<file path="src/rtl/riscv_trace_buffer.sv">
// Retire-trace capture buffer: records register write-back and data-memory events
// while armed, then drains them oldest-first through a valid/ready port.
module riscv_trace_buffer #(
    parameter int DATA_W = 32,
    parameter int ADDR_W = 9,
    parameter int DEPTH  = 16,
    parameter int TS_W   = 16
) (
    input  logic                                   clk,
    input  logic                                   reset,
    input  logic                                   reg_write_sig,
    input  logic [4:0]                             reg_num,
    input  logic [DATA_W-1:0]                      reg_data,
    input  logic                                   wr,
    input  logic                                   rd,
    input  logic [ADDR_W-1:0]                      addr,
    input  logic [DATA_W-1:0]                      wr_data,
    input  logic [DATA_W-1:0]                      rd_data,
    input  logic                                   halt,
    input  logic                                   arm,
    input  logic                                   stop,
    input  logic                                   clear,
    input  logic                                   wrap_en,
    output logic                                   out_valid,
    input  logic                                   out_ready,
    output logic [3+5+ADDR_W+2*DATA_W+TS_W-1:0]    out_entry,
    output logic [1:0]                             state,
    output logic [$clog2(DEPTH):0]                 count,
    output logic                                   overflow,
    output logic [TS_W-1:0]                        drop_cnt
);

    localparam int PW = $clog2(DEPTH);
    localparam int CW = PW + 1;
    localparam int EW = 3 + 5 + ADDR_W + 2*DATA_W + TS_W;

    typedef enum logic [1:0] {
        S_IDLE    = 2'b00,
        S_CAPTURE = 2'b01,
        S_DONE    = 2'b10
    } state_t;

    state_t             st;
    logic [EW-1:0]      mem [DEPTH];
    logic [PW-1:0]      wr_ptr;
    logic [PW-1:0]      rd_ptr;
    logic [TS_W-1:0]    ts;
    logic               evt;
    logic               full;
    logic               last_slot;
    logic               rd_fire;
    logic [DATA_W-1:0]  mem_data;
    logic [EW-1:0]      new_entry;

    always_comb begin
        mem_data = '0;
        if (wr)
            mem_data = wr_data;
        else if (rd)
            mem_data = rd_data;
    end

    assign evt       = reg_write_sig | wr | rd;
    assign full      = (count == CW'(DEPTH));
    assign last_slot = (count == CW'(DEPTH - 1));
    assign new_entry = {reg_write_sig, wr, rd, reg_num, addr, reg_data, mem_data, ts};

    assign state     = st;
    assign out_valid = (st == S_DONE) && (count != '0);
    assign out_entry = mem[rd_ptr];
    assign rd_fire   = out_valid && out_ready;

    always_ff @(posedge clk) begin
        if (reset || clear) begin
            st       <= S_IDLE;
            wr_ptr   <= '0;
            rd_ptr   <= '0;
            count    <= '0;
            overflow <= 1'b0;
            drop_cnt <= '0;
            ts       <= '0;
            for (int i = 0; i < DEPTH; i++)
                mem[i] <= '0;
        end else begin
            case (st)
                S_IDLE: begin
                    if (arm) begin
                        st       <= S_CAPTURE;
                        wr_ptr   <= '0;
                        rd_ptr   <= '0;
                        count    <= '0;
                        overflow <= 1'b0;
                        drop_cnt <= '0;
                        ts       <= '0;
                    end
                end
                S_CAPTURE: begin
                    if (ts != '1)
                        ts <= ts + TS_W'(1);
                    if (halt || stop)
                        st <= S_DONE;
                    if (evt) begin
                        if (full && wrap_en) begin
                            // Keep-newest: slot under rd_ptr holds the oldest entry
                            mem[wr_ptr] <= new_entry;
                            wr_ptr      <= wr_ptr + PW'(1);
                            rd_ptr      <= rd_ptr + PW'(1);
                            overflow    <= 1'b1;
                            if (drop_cnt != '1)
                                drop_cnt <= drop_cnt + TS_W'(1);
                        end else if (full) begin
                            // wrap_en dropped while already full: nothing more fits
                            st <= S_DONE;
                        end else begin
                            mem[wr_ptr] <= new_entry;
                            wr_ptr      <= wr_ptr + PW'(1);
                            count       <= count + CW'(1);
                            if (!wrap_en && last_slot)
                                st <= S_DONE;
                        end
                    end else if (full && !wrap_en) begin
                        st <= S_DONE;
                    end
                end
                S_DONE: begin
                    if (rd_fire) begin
                        rd_ptr <= rd_ptr + PW'(1);
                        count  <= count - CW'(1);
                    end
                end
                default: st <= S_IDLE;
            endcase
        end
    end

endmodule

</file>
<file path="config.mk">
export PLATFORM = sky130hd
export DESIGN_NAME = riscv_trace_buffer
export DESIGN_NICKNAME = d
export VERILOG_FILES = /design/src/rtl/riscv_trace_buffer.sv
export SDC_FILE = /design/constraint.sdc
export NUM_CORES = 2
export LEC_CHECK = 0
export CORE_MARGIN = 5
export CORE_UTILIZATION = 49
export CTS_CLUSTER_DIAMETER = 100
export DETAILED_ROUTE_END_ITERATION = 12
export PLACE_DENSITY = 0.69
export RECOVER_POWER = 25
export SLEW_MARGIN = 20
export SYNTH_ARGS = -nofsm -noshare
export SYNTH_HDL_FRONTEND = slang
export SYNTH_SLANG_ARGS = --single-unit
</file>
<file path="constraint.sdc">
create_clock -name clk -period 4.3 [get_ports clk]
set_input_delay 0.43 -clock clk [delete_from_list [all_inputs] [get_ports clk]]
set_output_delay 0.43 -clock clk [all_outputs]
set_load 0.02 [all_outputs]
</file>
==> results.tsv <==
metric	value	unit
status	complete, but fails checks	
failing checks	capacitance limit, slew limit	
CTS clk-pin slew, worst paths	60	ps
antenna viol nets, final	0	
Power per Cell Area	408.9	mW/mm2
htree depth	4	
Fmax	244.3	MHz
synthesized area	0.07092	mm2
drt first pass iters	5	
R2R setup slack	250	ps
post-CTS setup buffers	0	
dpl cells	6311	
worst-path maximum fanout	17	
total track usage	25.31	%
RSZ-0062 raised after global routing	false	
Total Die Area	0.1524	mm2
CP required	3870	ps
TNS Setup	0	ps
Hold Vio Cnt, Final	0	
Post-synth EDFFs	1552	
Max Cap Viol	3	
TritonCTS clock tree	built	
period utilization	95.21	%
Synth Register Bits	1604	
sequential area share after synthesis	67.18	%
synthesis-to-finish area growth	14.75	%
CP endpoint kind	output pin	
Post-Layout Cell Count	6621	
Synthesized Nets	4607	
Arr. time, crit path	3660	ps
Detailed Place HPWL	104400	um
Relative slew margins	-11.71	%
# IOs	243	
Worst Tran Pin Value	1676	ps
fillers	11000	
deepest clock path buffer count	3	
first-pass GRT wire length	285000	um
initial antenna violation count	10	
Max VDD drop	297.1	uV
CTS Hold Buffers Added	0	
root buffer cell	clkbuf_16	
# clock sinks	1604	
Final nets	4715	
final core utilization	56.65	%
Tmin final	4094	ps
cell count after synthesis	4471	
Post-Route Skew	24.14	ps
Setup CP Type	reg2out	
share of cells above drive strength 1	19.68	%
# rows	139	
Hold Crit Class	in2reg	
CTS Buf Count	166	
Detailed Route WL	192200	um
DRT iter0 DRCs	4915	
hold path start	arm	
ys flop type	edfxtp_1	
Slew Viols, Final	164	
core area	0.1437	mm2
syn avg cell area	15.86	um2
Residual DRC	0	
PortBufs	242	
WL/cell	29.04	um
GP Congestion	0.7822	
worst-skew pair later-pin latency	800	ps
Ys Warns	0	
die width	390.4	um
synth unique cells	54	
Die Ht	390.4	um
Startpoint Class	flop	
vias in the first global route	42350	
setup violators final	0	
Resized cells post-CTS	0	
Initial Util	49.37	%
largest net degree at the start of global routing	257	
Via density	6.222	
total grt overflow	0	
Reg2Reg Launch Point	state[0]	
Leak Pwr	31.52	nW
vias	41200	
Async SR Flop Fraction	0	%
## routing by layer
metal / track usage, % / wire length (um)
met5: 0 / 17
met4: 8.175 / 5778
met1: 34.07 / 72190
met2: 42.30 / 96890
met3: 4.673 / 17360
## where the power goes
part / switching [mW] / internal [mW] / total, mW
Sequential: 0.173 / 17.7 / 17.9
Clock: 6.02 / 7.54 / 13.6
Combinational: 1.10 / 0.724 / 1.82
Total: 7.30 / 26.0 / 33.3
## kinds of logic after synthesis
logic type	synth area share, %
flops	67.18
simple gates	13.09
fa+ha+maj	0.2752
compound gates	0.9598
buf+inv	2.726
mux	15.50
xor+xnor	0.2594
## synthesized netlist by cell type, types with 2 or more instances
| cell | n | area, um2 |
|---|---|---|
| buf_1 | 37 | 138.9 |
| a31oi_1 | 2 | 12.51 |
| xnor2_1 | 18 | 157.7 |
| or3_1 | 8 | 50.05 |
| nand2_1 | 54 | 202.7 |
| or4_1 | 2 | 15.01 |
| mux4_2 | 485 | 10920 |
| o21ai_0 | 13 | 65.06 |
| nand4_1 | 12 | 75.07 |
| buf_2 | 15 | 75.07 |
| dfxtp_1 | 52 | 1041 |
| nor2b_1 | 7 | 43.79 |
| nand3_1 | 21 | 105.1 |
| a211oi_1 | 2 | 15.01 |
| inv_1 | 18 | 67.56 |
| o31ai_1 | 4 | 30.03 |
| and4_1 | 3 | 26.28 |
| edfxtp_1 | 1552 | 46600 |
| xor2_1 | 3 | 26.28 |
| o22ai_1 | 2 | 12.51 |
| and3_1 | 772 | 4830 |
| mux2i_1 | 6 | 60.06 |
| and2_1 | 263 | 1645 |
| clkbuf_1 | 436 | 1637 |
| nor2_1 | 562 | 2110 |
| ha_1 | 14 | 175.2 |
| a2111oi_2 | 3 | 45.04 |
| a21oi_1 | 27 | 135.1 |
| nor4b_1 | 2 | 17.52 |
| nor3_1 | 10 | 50.05 |
| a22oi_1 | 31 | 232.7 |
| nand2b_1 | 4 | 25.02 |
| a21o_1 | 3 | 22.52 |
| nor4_1 | 8 | 50.05 |
## flip-flops by register name, indices dropped and copies added, names as in the netlist, named ones only
register / cells
wr_ptr: 4
overflow: 1
count: 5
state: 2
ts: 16
rd_ptr: 4
mem: 1552
drop_cnt: 16
## critical path: stages (launching register included)
cell and delay [ps]:
dfxtp_4 570, buf_12 260, buf_4 320, mux4_2 560
mux4_2 560, clkdlybuf4s50_1 570
## placed cells by master (no fill, tap or decap), drive strengths merged, types with 6 or more instances in the layout
master	count
and2	263
buf	169
o21ai	14
nand3	21
nor3	10
clkdlybuf4s50	217
and3	772
nor2	562
dlygate4sd3	24
nor2b	7
inv	29
xnor2	18
dfxtp	52
a21oi	27
a22oi	31
ha	14
clkbuf	244
diode	8
edfxtp	1552
nor4	8
nand4	12
nand2	54
mux4	485
mux2i	6
clkinv	58
or3	8
## final timing paths
kind | endpoint | cells after the start
max reg2reg | mem[4][78] | 8
min | state[0] | 3
max | out_entry[11] | 5
min reg2reg | overflow | 2
## cell type report
cell class | count | area, um2 | share of cell area, %
flip-flops and latches | 1604 | 47660 | 58.57
multi-input cells | 2359 | 21460 | 26.37
repair buffers | 429 | 4738 | 5.823
clock buffers | 225 | 4458 | 5.478
well taps | 1903 | 2381 | 2.926
clock inverters | 74 | 585.6 | 0.7196
inverters | 19 | 71.32 | 0.08764
diodes | 8 | 20.02 | 0.02460
## through the flow
stage	instance area, um2	setup slack (ps)	total power [mW]	hold WS, ps
final	81380	205.9	33.27	405.7
after global routing	81370	48.93	34.31	407.7
after CTS	81680	138.6	33.49	332.3
after detailed placement	76640	1006	20.07	464.6
after global placement	76610	1003	20.02	441.3
after floorplan	70940	-551.0	19.12	456.5
No activity file was read; power rests on OpenSTA's default activity.
